[src/rtl/instr_fetch_pkg.sv]
// Shared types and constants for the instruction fetch unit: FSM encoding,
// the default NOP word and the layout of one buffered fetch entry.
package instr_fetch_pkg;

   localparam int INSTR_W = 32;
   localparam int PC_W    = 32;
   localparam int ENTRY_W = INSTR_W + PC_W + 1;

   localparam logic [INSTR_W-1:0] NOP_INSTR_DEFAULT = 32'h0000_0013;

   typedef enum logic [1:0] {
      IDLE    = 2'd0,
      REQ     = 2'd1,
      WAIT    = 2'd2,
      DISCARD = 2'd3
   } fetch_state_t;

   typedef struct packed {
      logic [INSTR_W-1:0] instr;
      logic [PC_W-1:0]    pc;
      logic               fault;
   } fetch_entry_t;

endpackage

[src/rtl/fetch_fifo.sv]
// Synchronous buffer of fetched instructions with a registered head entry
// and a flush that empties it in one edge.
module fetch_fifo
   import instr_fetch_pkg::*;
#(
   parameter int FIFO_DEPTH = 2
) (
   input  logic         clk,
   input  logic         rst_n,
   input  logic         flush,
   input  logic         push,
   input  fetch_entry_t push_entry,
   input  logic         pop,
   output logic         full,
   output logic         empty,
   output fetch_entry_t head
);

   localparam int PW = $clog2(FIFO_DEPTH);
   localparam int CW = PW + 1;

   fetch_entry_t mem [FIFO_DEPTH];
   logic [PW-1:0] wr_ptr;
   logic [PW-1:0] rd_ptr;
   logic [PW-1:0] rd_next;
   logic [CW-1:0] count;
   logic          do_push;
   logic          do_pop;
   fetch_entry_t  head_next;

   assign full    = (count == CW'(FIFO_DEPTH));
   assign empty   = (count == '0);
   assign do_push = push & ~full;
   assign do_pop  = pop & ~empty;

   // Forward the incoming entry when it becomes the new head on this edge.
   always_comb begin
      rd_next   = rd_ptr + PW'(do_pop);
      head_next = mem[rd_next];
      if (do_push && (wr_ptr == rd_next)) begin
         head_next = push_entry;
      end
   end

   always_ff @(posedge clk or negedge rst_n) begin
      if (!rst_n) begin
         wr_ptr <= '0;
         rd_ptr <= '0;
         count  <= '0;
         head   <= '0;
         for (int i = 0; i < FIFO_DEPTH; i++) begin
            mem[i] <= '0;
         end
      end else if (flush) begin
         wr_ptr <= '0;
         rd_ptr <= '0;
         count  <= '0;
      end else begin
         if (do_push) begin
            mem[wr_ptr] <= push_entry;
            wr_ptr      <= wr_ptr + 1'b1;
         end
         rd_ptr <= rd_next;
         count  <= count + CW'(do_push) - CW'(do_pop);
         head   <= head_next;
      end
   end

endmodule

[src/rtl/instr_fetch.sv]
// Instruction fetch front end: issues one memory request at a time for the
// current PC and buffers the returned words toward decode.
module instr_fetch
   import instr_fetch_pkg::*;
#(
   parameter int                 FIFO_DEPTH = 2,
   parameter logic [INSTR_W-1:0] NOP_INSTR  = NOP_INSTR_DEFAULT
) (
   input  logic               clk,
   input  logic               rst_n,
   input  logic [PC_W-1:0]    pc_current,
   input  logic               fetch_req,
   input  logic               flush,
   output logic               pc_accept,
   output logic               imem_req,
   output logic [PC_W-1:0]    imem_addr,
   input  logic               imem_gnt,
   input  logic               imem_rvalid,
   input  logic [INSTR_W-1:0] imem_rdata,
   output logic               instr_valid,
   output logic [INSTR_W-1:0] instr_data,
   output logic [PC_W-1:0]    instr_pc,
   output logic               instr_fault,
   input  logic               instr_ready
);

   fetch_state_t  state;
   fetch_state_t  state_next;
   logic [PC_W-1:0] addr_q;
   logic          flush_pend;
   logic          launch;
   logic          misaligned;
   logic          push;
   fetch_entry_t  push_entry;
   logic          fifo_full;
   logic          fifo_empty;
   fetch_entry_t  head;

   assign misaligned = (pc_current[1:0] != 2'b00);
   assign launch     = rst_n & (state == IDLE) & fetch_req & ~flush & ~fifo_full;

   // A flush seen while the request is still ungranted turns the grant into a discard.
   always_ff @(posedge clk or negedge rst_n) begin
      if (!rst_n) begin
         state      <= IDLE;
         addr_q     <= '0;
         flush_pend <= 1'b0;
      end else begin
         state <= state_next;
         if (launch && !misaligned) begin
            addr_q <= pc_current;
         end
         if (state == REQ) begin
            flush_pend <= imem_gnt ? 1'b0 : (flush_pend | flush);
         end else begin
            flush_pend <= 1'b0;
         end
      end
   end

   always_comb begin
      state_next = state;
      case (state)
         IDLE:    if (launch && !misaligned) state_next = REQ;
         REQ:     if (imem_gnt) state_next = (flush || flush_pend) ? DISCARD : WAIT;
         WAIT: begin
            if (flush) begin
               state_next = imem_rvalid ? IDLE : DISCARD;
            end else if (imem_rvalid) begin
               state_next = IDLE;
            end
         end
         DISCARD: if (imem_rvalid) state_next = IDLE;
         default: state_next = IDLE;
      endcase
   end

   always_comb begin
      pc_accept  = launch;
      imem_req   = (state == REQ);
      push       = (launch & misaligned) | ((state == WAIT) & imem_rvalid & ~flush);
      push_entry = '{instr: imem_rdata, pc: addr_q, fault: 1'b0};
      if (state == IDLE) begin
         push_entry = '{instr: NOP_INSTR, pc: pc_current, fault: 1'b1};
      end
   end

   assign imem_addr = addr_q;

   fetch_fifo #(
      .FIFO_DEPTH (FIFO_DEPTH)
   ) u_fifo (
      .clk        (clk),
      .rst_n      (rst_n),
      .flush      (flush),
      .push       (push),
      .push_entry (push_entry),
      .pop        (instr_ready),
      .full       (fifo_full),
      .empty      (fifo_empty),
      .head       (head)
   );

   assign instr_valid = ~fifo_empty;
   assign instr_data  = head.instr;
   assign instr_pc    = head.pc;
   assign instr_fault = head.fault;

endmodule

[config.mk]
export PLATFORM = sky130hd
export DESIGN_NAME = instr_fetch
export DESIGN_NICKNAME = d
export VERILOG_FILES = /design/src/rtl/instr_fetch_pkg.sv /design/src/rtl/fetch_fifo.sv /design/src/rtl/instr_fetch.sv
export SDC_FILE = /design/constraint.sdc
export NUM_CORES = 1
export LEC_CHECK = 0
export CORE_AREA = 2 2 161 163
export CTS_BUF_LIST = sky130_fd_sc_hd__clkbuf_8
export DETAILED_ROUTE_END_ITERATION = 12
export DIE_AREA = 0 0 163 165
export PLACE_DENSITY = 0.7
export SETUP_SLACK_MARGIN = 0.05
export SKIP_LAST_GASP = 1
export SYNTH_ARGS = -nofsm -noshare
export SYNTH_HDL_FRONTEND = slang
export SYNTH_HIERARCHICAL = 1
export SYNTH_SLANG_ARGS = --single-unit
[constraint.sdc]
create_clock -name clk -period 2.7 [get_ports clk]
set_input_delay 0.675 -clock clk [delete_from_list [all_inputs] [get_ports clk]]
set_output_delay 0.675 -clock clk [all_outputs]
set_load 0.005 [all_outputs]
==> flow_summary_export.csv, run 1 <==
group,metric,value,unit
run_status,status,"complete, no violations",
final_layout,area_growth,28.02,%
sta,rsz0062_at_grt,"no",
global_routing,overflow,0,
place,port-buffer-count,170,
route,remaining_drc_errors,0,
global_routing,grt_pass1_vias,8212,
synthesis,yosys_warnings,6,
global_routing,grt_usage,0.2041,
critical_path,reg2reg_from,"u_fifo/count[1]",
route,routed_wl,27480,µm
synthesis,syn_area,11140,µm²
place,gp_congestion,0.7401,
die,io_pins,171,
global_routing,grt_pass1_wl,43570,µm
clocking,ctsRootBufferMaster,"clkbuf_8",
sta,period_share,0.9258,
pwr,p_leak,6.621,nW
critical_path,crit_slowest_cell,"clkdlybuf4s50_1",
synthesis,yosysSeqAreaShare,0.5258,
critical_path,critical_path_arrival,1.82,ns
sta,tightestPinTransition,0.8085,ns
critical_path,crit_type,"flop to primary output",
final_layout,nets,1220,
critical_path,crit_path_end_kind,"primary output",
final_layout,antenna-diode-count,0,
critical_path,path_buf_inv,2,
route,wire_per_inst,18.21,µm
die,dieHeight,165,µm
run,max_cap_violations,0,
pwr,p_sw_frac,0.3464,
global_routing,antenna_found_initial,0,
clocking,clk_pin_slew,0.05,ns
clocking,clk_latency,0.54,ns
pwr,vdd_ir_drop_max,661.4,µV
clocking,cts_hold_buffers,0,
clocking,htree_levels,2,
pwr,power.switching,5.497,mW
critical_path,cp_cell_sequence,"nand2b_1 -> inv_1 -> clkdlybuf4s50_1",
pwr,p_clk_frac,0.218,
sta,finalWorstSetupSlack,0.2002,ns
sta,hold_viol_final,0,
place,dpl_worst_slack,-0.2546,ns
route,dr.pass1.iters,5,
clocking,numCtsBuffers,42,
sta,fmax,400.0,MHz
die,fp-row-count,58,
synthesis,ys_types,36,
sta,setup_viol,0,
synthesis,postSynth.topFlopCell,"dfrtp_1",
pwr,power.density,1113,nW/µm²
pwr,p_total,15.87,mW
sta,min_period,2.500,ns
route,first_iter_violations,527,
sta,slew_headroom,0.4610,
die,core,25040,µm²
synthesis,synthArstFlopShare,1.000,
pwr,p_comb_frac,0.422,
synthesis,ys_ff_latch,234,
final_layout,drive_gt1_frac,0.2672,
route,vias_per_cell,5.433,
critical_path,rr_endpoint,"u_fifo/head[48]",
global_routing,grt_max_degree,167,
worst_hold_path,hp-class,"input port to asynchronous set/reset pin",
sta,drv_slew,0,
critical_path,crit_path_max_fanout,6,
die,die_w,163,µm
clocking,cts.sinks,234,
critical_path,cp_num_cells,3,
clocking,cts_tree,"built",
critical_path,critical_path_required,2.03,ns
critical_path,startpoint_type,"flop",
synthesis,synth.avg_cell_area,11.45,µm²
route,vias,8198,
route,postRouteAntennaNets,0,
critical_path,max_stage_delay,0.51,ns
pwr,internal_power,10.37,mW
sta,skew,0.02606,ns
critical_path,reg2reg_slack,0.38,ns
critical_path,rr_worst_depth,10,
die,initial_core_util,0.4448,
place,hpwl,16470,µm
clocking,clk_path_buf_depth,3,
die,die_area,26900,µm²
synthesis,syn_inst,973,
pwr,power_frac_seq,0.360,
synthesis,syn_nets,1046,
synthesis,synth_edf_count,0,
critical_path,crit_family,"buffers and inverters",
-- cell type report --
class | instances | area (µm²)
multi-input cells | 587 | 4686
well taps | 330 | 412.9
inverters | 72 | 270.3
fillers | 2094 | 10780
clock inverters | 16 | 88.84
clock buffers | 60 | 825.8
flip-flops and latches | 234 | 5856
repair buffers | 210 | 2118
-- cells in the mapped netlist (all sizes together), types with 2 or more instances --
cell,n,area [µm²]
o21ai,3,15.01
a32o,64,640.6
or2,3,18.77
clkbuf,46,173.9
nand3,2,22.52
a21oi,65,325.3
a22o,2,17.52
dfrtp,234,5856
nor3,3,15.01
nor2b,30,187.7
mux2,192,2263
nand2,66,250.2
xnor2,4,35.03
buf,34,210.2
a31oi,64,400.4
ha,2,25.02
inv,72,270.3
and2,2,12.51
xor2,2,17.52
nor2,74,277.8
-- worst max-delay path by stage --
stage          startpoint         endpoint  slack (ns)
6_report         state[1]         imem_req        0.20
5_1_grt          state[1]         imem_req        0.11
4_1_cts          state[1]         imem_req        0.16
3_5_place_dp    fetch_req  u_fifo/head[51]       -0.25
3_3_place_gp    fetch_req   u_fifo/mem[94]       -0.25
2_1_floorplan       rst_n   u_fifo/mem[13]        0.10
-- worst register-to-register path, cell delays in order (launching register included) --
cell	delay [ns]
dfrtp_1	0.39
inv_2	0.08
nor2_1	0.04
and4bb_4	0.33
nand2_2	0.08
o21ai_4	0.16
buf_4	0.12
buf_4	0.42
nand2_2	0.14
buf_4	0.29
a31oi_1	0.18
-- sequential cells by signal, indices dropped and copies added, names as in the netlist --
signal	cells
u_fifo/count	2
flush_pend	1
u_fifo/mem	130
state	2
u_fifo/wr_ptr	1
u_fifo/rd_ptr	1
u_fifo/head	65
imem_addr	32
-- power groups by stage --
stage | Sequential [mW] | Combinational (mW) | Clock (mW)
final | 5.71 | 6.70 | 3.47
after global routing | 5.88 | 7.25 | 3.75
after CTS | 5.71 | 6.73 | 3.56
after detailed placement | 5.76 | 6.68 | 0
after global placement | 5.71 | 6.59 | 0
after floorplan | 5.60 | 3.85 | 0
-- through the flow --
stage	setup TNS (ns)	std cells	hold WS, ns	utilization	area, µm²
6_report	0	1509	0.2107	0.5695	14260
4_1_cts	0	1509	0.2012	0.5695	14260
3_5_place_dp	-41.75	1432	0.4925	0.5326	13340
2_1_floorplan	0	973	0.3794	-	11140
5_1_grt	0	1509	0.2217	0.5695	14260
3_3_place_gp	-38.22	1432	0.4867	0.5326	13340
-- metal layers --
metal  GRT usage  wire length, µm  vias to the layer above
li1            -                -                     3790
met1      0.2657            12030                     4077
met2      0.3376            13100                      276
met3     0.03767             1546                       55
met4     0.08327              806                        0
met5           0                0                        -
-- kinds of logic (layout without fill, tap and decap cells) --
group	Yosys count	after routing	share of synthesized area
AND/OR/NAND/NOR	183	183	0.07325
multiplexers	193	193	0.2041
adder cells (fa/ha/maj)	2	2	0.002247
AO/OA/AOI/OAI	202	202	0.1291
XOR/XNOR	7	7	0.006741
buffers and inverters	152	358	0.05876
flip-flops	234	234	0.5258
-- cell usage in the layout, fill, tap and decap left out, types with 2 or more instances in the layout --
| master | instances |
|---|---|
| or2_2 | 3 |
| nor2_1 | 72 |
| buf_4 | 31 |
| a32o_1 | 64 |
| inv_2 | 2 |
| buf_12 | 9 |
| a31oi_1 | 64 |
| and2_1 | 2 |
| dfrtp_1 | 234 |
| nor2b_1 | 30 |
| nor3_1 | 2 |
| inv_1 | 83 |
| dlygate4sd2_1 | 2 |
| ha_1 | 2 |
| nand2_1 | 64 |
| clkbuf_8 | 60 |
| clkinv_2 | 2 |
| clkdlybuf4s50_1 | 166 |
| o21ai_1 | 2 |
| nand2_2 | 2 |
| mux2_4 | 27 |
| xnor2_1 | 3 |
| a21oi_1 | 65 |
| mux2_2 | 165 |
-- timing repair --
| item | CTS | global route |
|---|---|---|
| resized for setup | 5 | 0 |
| endpoints found under the setup margin | 1 | 0 |
| setup buffers | 1 | 0 |
Power figures use the tool's default switching activity.
==> inputs of run 2 (changes only) <==
--- a/config.mk
+++ b/config.mk
@@ -10,8 +10,6 @@
 export DETAILED_ROUTE_END_ITERATION = 12
 export DIE_AREA = 0 0 163 165
 export PLACE_DENSITY = 0.7
-export SETUP_SLACK_MARGIN = 0.05
-export SKIP_LAST_GASP = 1
 export SYNTH_ARGS = -nofsm -noshare
 export SYNTH_HDL_FRONTEND = slang
 export SYNTH_HIERARCHICAL = 1
==> flow_summary_export.csv, run 2 (synthesis gave the netlist of run 1 again) <==
group,metric,value,unit
critical_path,crit_path_max_fanout,2,
final_layout,area_growth,27.25,%
global_routing,antenna_found_initial,1,
critical_path,crit_path_end_kind,"primary output",
sta,finalSetupTns,0,ns
place,dp.cells,1430,
final_layout,final_core_util,0.5661,
pwr,vdd_ir_drop_max,795.8,µV
route,wire_per_inst,18.30,µm
place,dpl_worst_slack,-0.2542,ns
pwr,p_leak,6.557,nW
clocking,cts_hold_buffers,0,
sta,min_period,2.609,ns
route,vias,8056,
place,gp_congestion,0.7175,
global_routing,grt_pass1_wl,43970,µm
critical_path,crit_type,"input port to primary output",
final_layout,final_common_cell,"dfrtp_1",
pwr,power.density,1100,nW/µm²
global_routing,grt_max_degree,163,
worst_hold_path,hp-class,"input port to asynchronous set/reset pin",
die,io_pins,171,
sta,setup_viol,0,
final_layout,top_register,"u_fifo/mem",
clocking,htree_levels,2,
route,first_iter_violations,476,
final_layout,largest_reg_flops,130,
clocking,cts.sinks,234,
pwr,internal_power,10.15,mW
sta,hold_viol_final,0,
final_layout,fillers,2153,
critical_path,critical_path_required,2.03,ns
global_routing,grt_pass1_vias,8165,
pwr,power.switching,5.446,mW
critical_path,critical_path_arrival,1.93,ns
final_layout,finalNonFillerCells,1494,
clocking,cts.repair.resized,1,
pwr,p_comb_frac,0.438,
clocking,cts_tree,"built",
final_layout,final_cell_mix,"dfrtp_1 (234), clkdlybuf4s50_1 (167), mux2_2 (165)",
sta,drv_slew,0,
pwr,p_sw_frac,0.3492,
sta,skew,0.02383,ns
die,die_area,26900,µm²
clocking,numCtsBuffers,42,
sta,slew_headroom,0.3700,
clocking,clk_path_buf_depth,3,
sta,finalWorstSetupSlack,0.09119,ns
place,port-buffer-count,170,
sta,worst_hold_slack,0.1908,ns
pwr,power_frac_seq,0.365,
clocking,ctsRootBufferMaster,"clkbuf_8",
route,dr.pass1.iters,5,
run_status,status,"complete, no violations",
pwr,p_clk_frac,0.197,
route,vias_per_cell,5.392,
die,initial_core_util,0.4448,
sta,period_share,0.9662,
place,hpwl,16400,µm
die,dieHeight,165,µm
sta,fmax,383.3,MHz
run,max_cap_violations,0,
route,postRouteAntennaNets,0,
final_layout,drive_gt1_frac,0.2537,
sta,rsz0062_at_grt,"no",
global_routing,overflow,0,
die,core,25040,µm²
die,die_w,163,µm
clocking,clk_pin_slew,0.06,ns
die,fp-row-count,58,
sta,tightestPinTransition,0.9450,ns
route,remaining_drc_errors,0,
clocking,clk_latency,0.53,ns
clocking,post_cts_buffers,0,
critical_path,startpoint_type,"input port",
final_layout,nets,1217,
route,routed_wl,27340,µm
global_routing,grt_usage,0.2066,
## run 2: cell count changes in the layout (fill, tap and decap cells not counted), moves of 2 or more
cell | previous run | this run
buf_4 | 31 | 20
clkbuf_8 | 60 | 49
buf_12 | 9 | 17
clkinv_2 | 2 | 0
inv_1 | 83 | 85
inv_2 | 2 | 0
## run 2: worst paths after layout
check,startpoint,endpoint,slack [ns],cells past startpoint
worst max-delay path,fetch_req,pc_accept,0.09,5
worst min-delay path,rst_n,u_fifo/mem[37],0.19,2
worst max register to register,u_fifo/count[1],u_fifo/mem[63],0.27,9
worst min register to register,u_fifo/mem[47],u_fifo/mem[47],0.50,1
max in group asynchronous,rst_n,u_fifo/mem[21],1.21,3
min in group clk,u_fifo/mem[47],u_fifo/mem[47],0.50,1
## run 2: layout make-up
class	instances	area [µm²]	share of cell area
tap	330	412.9	0.02913
inverter	72	270.3	0.01907
sequential	234	5856	0.4132
timing repair buffer	207	2197	0.1550
multi-input combinational	587	4681	0.3303
clock buffer	49	674.4	0.04759
antenna	1	2.502	0.0001766
clock inverter	14	78.83	0.005562
## run 2: through the flow
stage / total power, mW / instance area [µm²]
after floorplan: 9.452 / 11140
after global placement: 12.45 / 13420
after detailed placement: 12.59 / 13420
after CTS: 15.74 / 14170
after global routing: 16.62 / 14170
final: 15.59 / 14170
## run 2: worst max-delay path: stages
cell	delay [ns]
clkdlybuf4s50_1	0.51
and4bb_4	0.27
nand2_1	0.12
inv_1	0.07
dlygate4sd2_1	0.29
## run 2: layer usage
metal	vias up	GRT usage	routed length [µm]
li1	3763	-	-
met1	4035	0.2745	12080
met2	224	0.3498	13280
met3	34	0.03717	1519
met4	0	0.05591	459
met5	-	0	0
## run 2: power by group through the flow
stage	Combinational [mW]	Sequential, mW	Clock, mW
global route	7.40	5.88	3.34
global placement	6.76	5.70	0
detailed placement	6.84	5.75	0
floorplan	3.85	5.60	0
finish	6.83	5.69	3.07
CTS	6.88	5.70	3.16
==> inputs of run 3 (changes only) <==
--- a/config.mk
+++ b/config.mk
@@ -5,11 +5,12 @@
 export SDC_FILE = /design/constraint.sdc
 export NUM_CORES = 1
 export LEC_CHECK = 0
-export CORE_AREA = 2 2 161 163
+export CORE_AREA = 2 2 115 228
 export CTS_BUF_LIST = sky130_fd_sc_hd__clkbuf_8
 export DETAILED_ROUTE_END_ITERATION = 12
-export DIE_AREA = 0 0 163 165
+export DIE_AREA = 0 0 117 230
 export PLACE_DENSITY = 0.7
+export SETUP_SLACK_MARGIN = 0.05
 export SYNTH_ARGS = -nofsm -noshare
 export SYNTH_HDL_FRONTEND = slang
 export SYNTH_HIERARCHICAL = 1
==> flow_summary_export.csv, run 3 (synthesis gave the netlist of run 1 again) <==
group,metric,value,unit
route,dr.pass1.iters,7,
sta,worst_hold_slack,0.2478,ns
final_layout,final_core_util,0.5636,
critical_path,crit_path_end_kind,"primary output",
die,die_w,117,µm
sta,min_period,2.474,ns
critical_path,critical_path_arrival,1.80,ns
route,vias,8219,
run,max_cap_violations,0,
clocking,clk_path_buf_depth,3,
worst_hold_path,hp-class,"input port to asynchronous set/reset pin",
sta,period_share,0.9163,
final_layout,final_common_cell,"dfrtp_1",
sta,skew,0.01685,ns
sta,setup_viol,0,
global_routing,grt_pass1_wl,44340,µm
run_status,status,"complete, no violations",
die,initial_core_util,0.4431,
route,routed_wl,27620,µm
final_layout,drive_gt1_frac,0.2610,
sta,fmax,404.2,MHz
clocking,clk_pin_slew,0.07,ns
route,vias_per_cell,5.490,
die,die_area,26910,µm²
pwr,power.density,1110,nW/µm²
final_layout,nets,1211,
sta,rsz0062_at_grt,"no",
critical_path,crit_type,"flop to primary output",
place,hpwl,17180,µm
final_layout,final_cell_mix,"dfrtp_1 (234), clkdlybuf4s50_1 (167), mux2_2 (165)",
sta,drv_slew,0,
pwr,p_total,15.73,mW
route,postRouteAntennaNets,0,
global_routing,grt_max_degree,127,
final_layout,largest_reg_flops,130,
critical_path,startpoint_type,"flop",
final_layout,area_growth,27.20,%
die,dieHeight,230,µm
pwr,p_leak,6.526,nW
clocking,htree_levels,2,
pwr,vdd_ir_drop_max,751.0,µV
sta,tightestPinTransition,1.019,ns
global_routing,grt_usage,0.2086,
clocking,ctsRootBufferMaster,"clkbuf_8",
clocking,cts.sinks,234,
place,port-buffer-count,170,
die,io_pins,171,
route,wire_per_inst,18.45,µm
critical_path,crit_path_max_fanout,6,
clocking,numCtsBuffers,35,
route,first_iter_violations,427,
die,core,25140,µm²
final_layout,top_register,"u_fifo/mem",
place,gp_congestion,0.7690,
final_layout,antenna-diode-count,0,
global_routing,overflow,0,
clocking,clk_latency,0.52,ns
sta,hold_viol_final,0,
sta,finalSetupTns,0,ns
global_routing,grt_pass1_vias,8612,
global_routing,antenna_found_initial,1,
die,fp-row-count,82,
route,remaining_drc_errors,0,
critical_path,critical_path_required,2.03,ns
clocking,cts_tree,"built",
sta,slew_headroom,0.3207,
-- run 3: changes by cell type in the layout (fill, tap and decap cells not counted), sizes merged --
cell    previous run  this run
bufinv             1         2
clkinv             0         3
diode              1         0
inv               85        79
clkbuf            49        48
buf               39        40
-- run 3: area by class of cell --
cell class / count / area [µm²]
tap: 336 / 420.4
fill: 2094 / 10970
sequential: 234 / 5856
timing repair buffer: 208 / 2167
clock buffer: 48 / 660.6
clock inverter: 12 / 106.4
multi-input combinational: 587 / 4686
inverter: 72 / 270.3
-- run 3: worst max-delay path, stage by stage (launching register included) --
cell	delay, ns
dfrtp_1	0.47
nand2b_1	0.22
inv_1	0.09
clkdlybuf4s50_1	0.50
-- run 3: timing repair --
| item | in CTS | in global routing |
|---|---|---|
| hold buffers | 0 | 0 |
| buffers inserted | 2 | 0 |
| endpoints found under the setup margin | 1 | 0 |
| resized for setup | 3 | 0 |
-- run 3: routing by layer --
layer	global-route usage	wire, µm
met5	0	8
met4	0.09816	1083
met3	0.03137	1465
met2	0.3645	14500
met1	0.2462	10560
-- run 3: stage by stage --
step           setup slack (ns)  instance area [µm²]  instances
5_1_grt                  0.1569                14170       1497
4_1_cts                  0.2095                14170       1497
6_report                 0.2259                14170       1497
2_1_floorplan            0.1002                11140        973
3_3_place_gp            -0.1862                13380       1435
3_5_place_dp            -0.1943                13380       1435
-- run 3: final timing paths --
check | slack (ns) | from | cells past startpoint | endpoint
worst min-delay path | 0.25 | rst_n | 2 | imem_addr[12]
worst max-delay path | 0.23 | state[1] | 3 | imem_req
worst max register to register | 0.35 | u_fifo/count[1] | 9 | u_fifo/mem[9]
min in group clk | 0.50 | u_fifo/mem[58] | 1 | u_fifo/mem[58]
max in group asynchronous | 1.14 | rst_n | 3 | imem_addr[23]
worst min register to register | 0.50 | u_fifo/mem[58] | 1 | u_fifo/mem[58]
-- run 3: power breakdown --
group          switching (mW)  internal, mW  total (mW)  leakage, nW
registers               0.843          4.86        5.71         3.04
clock network            1.37          1.78        3.15        0.422
logic                    3.29          3.59        6.87         3.07
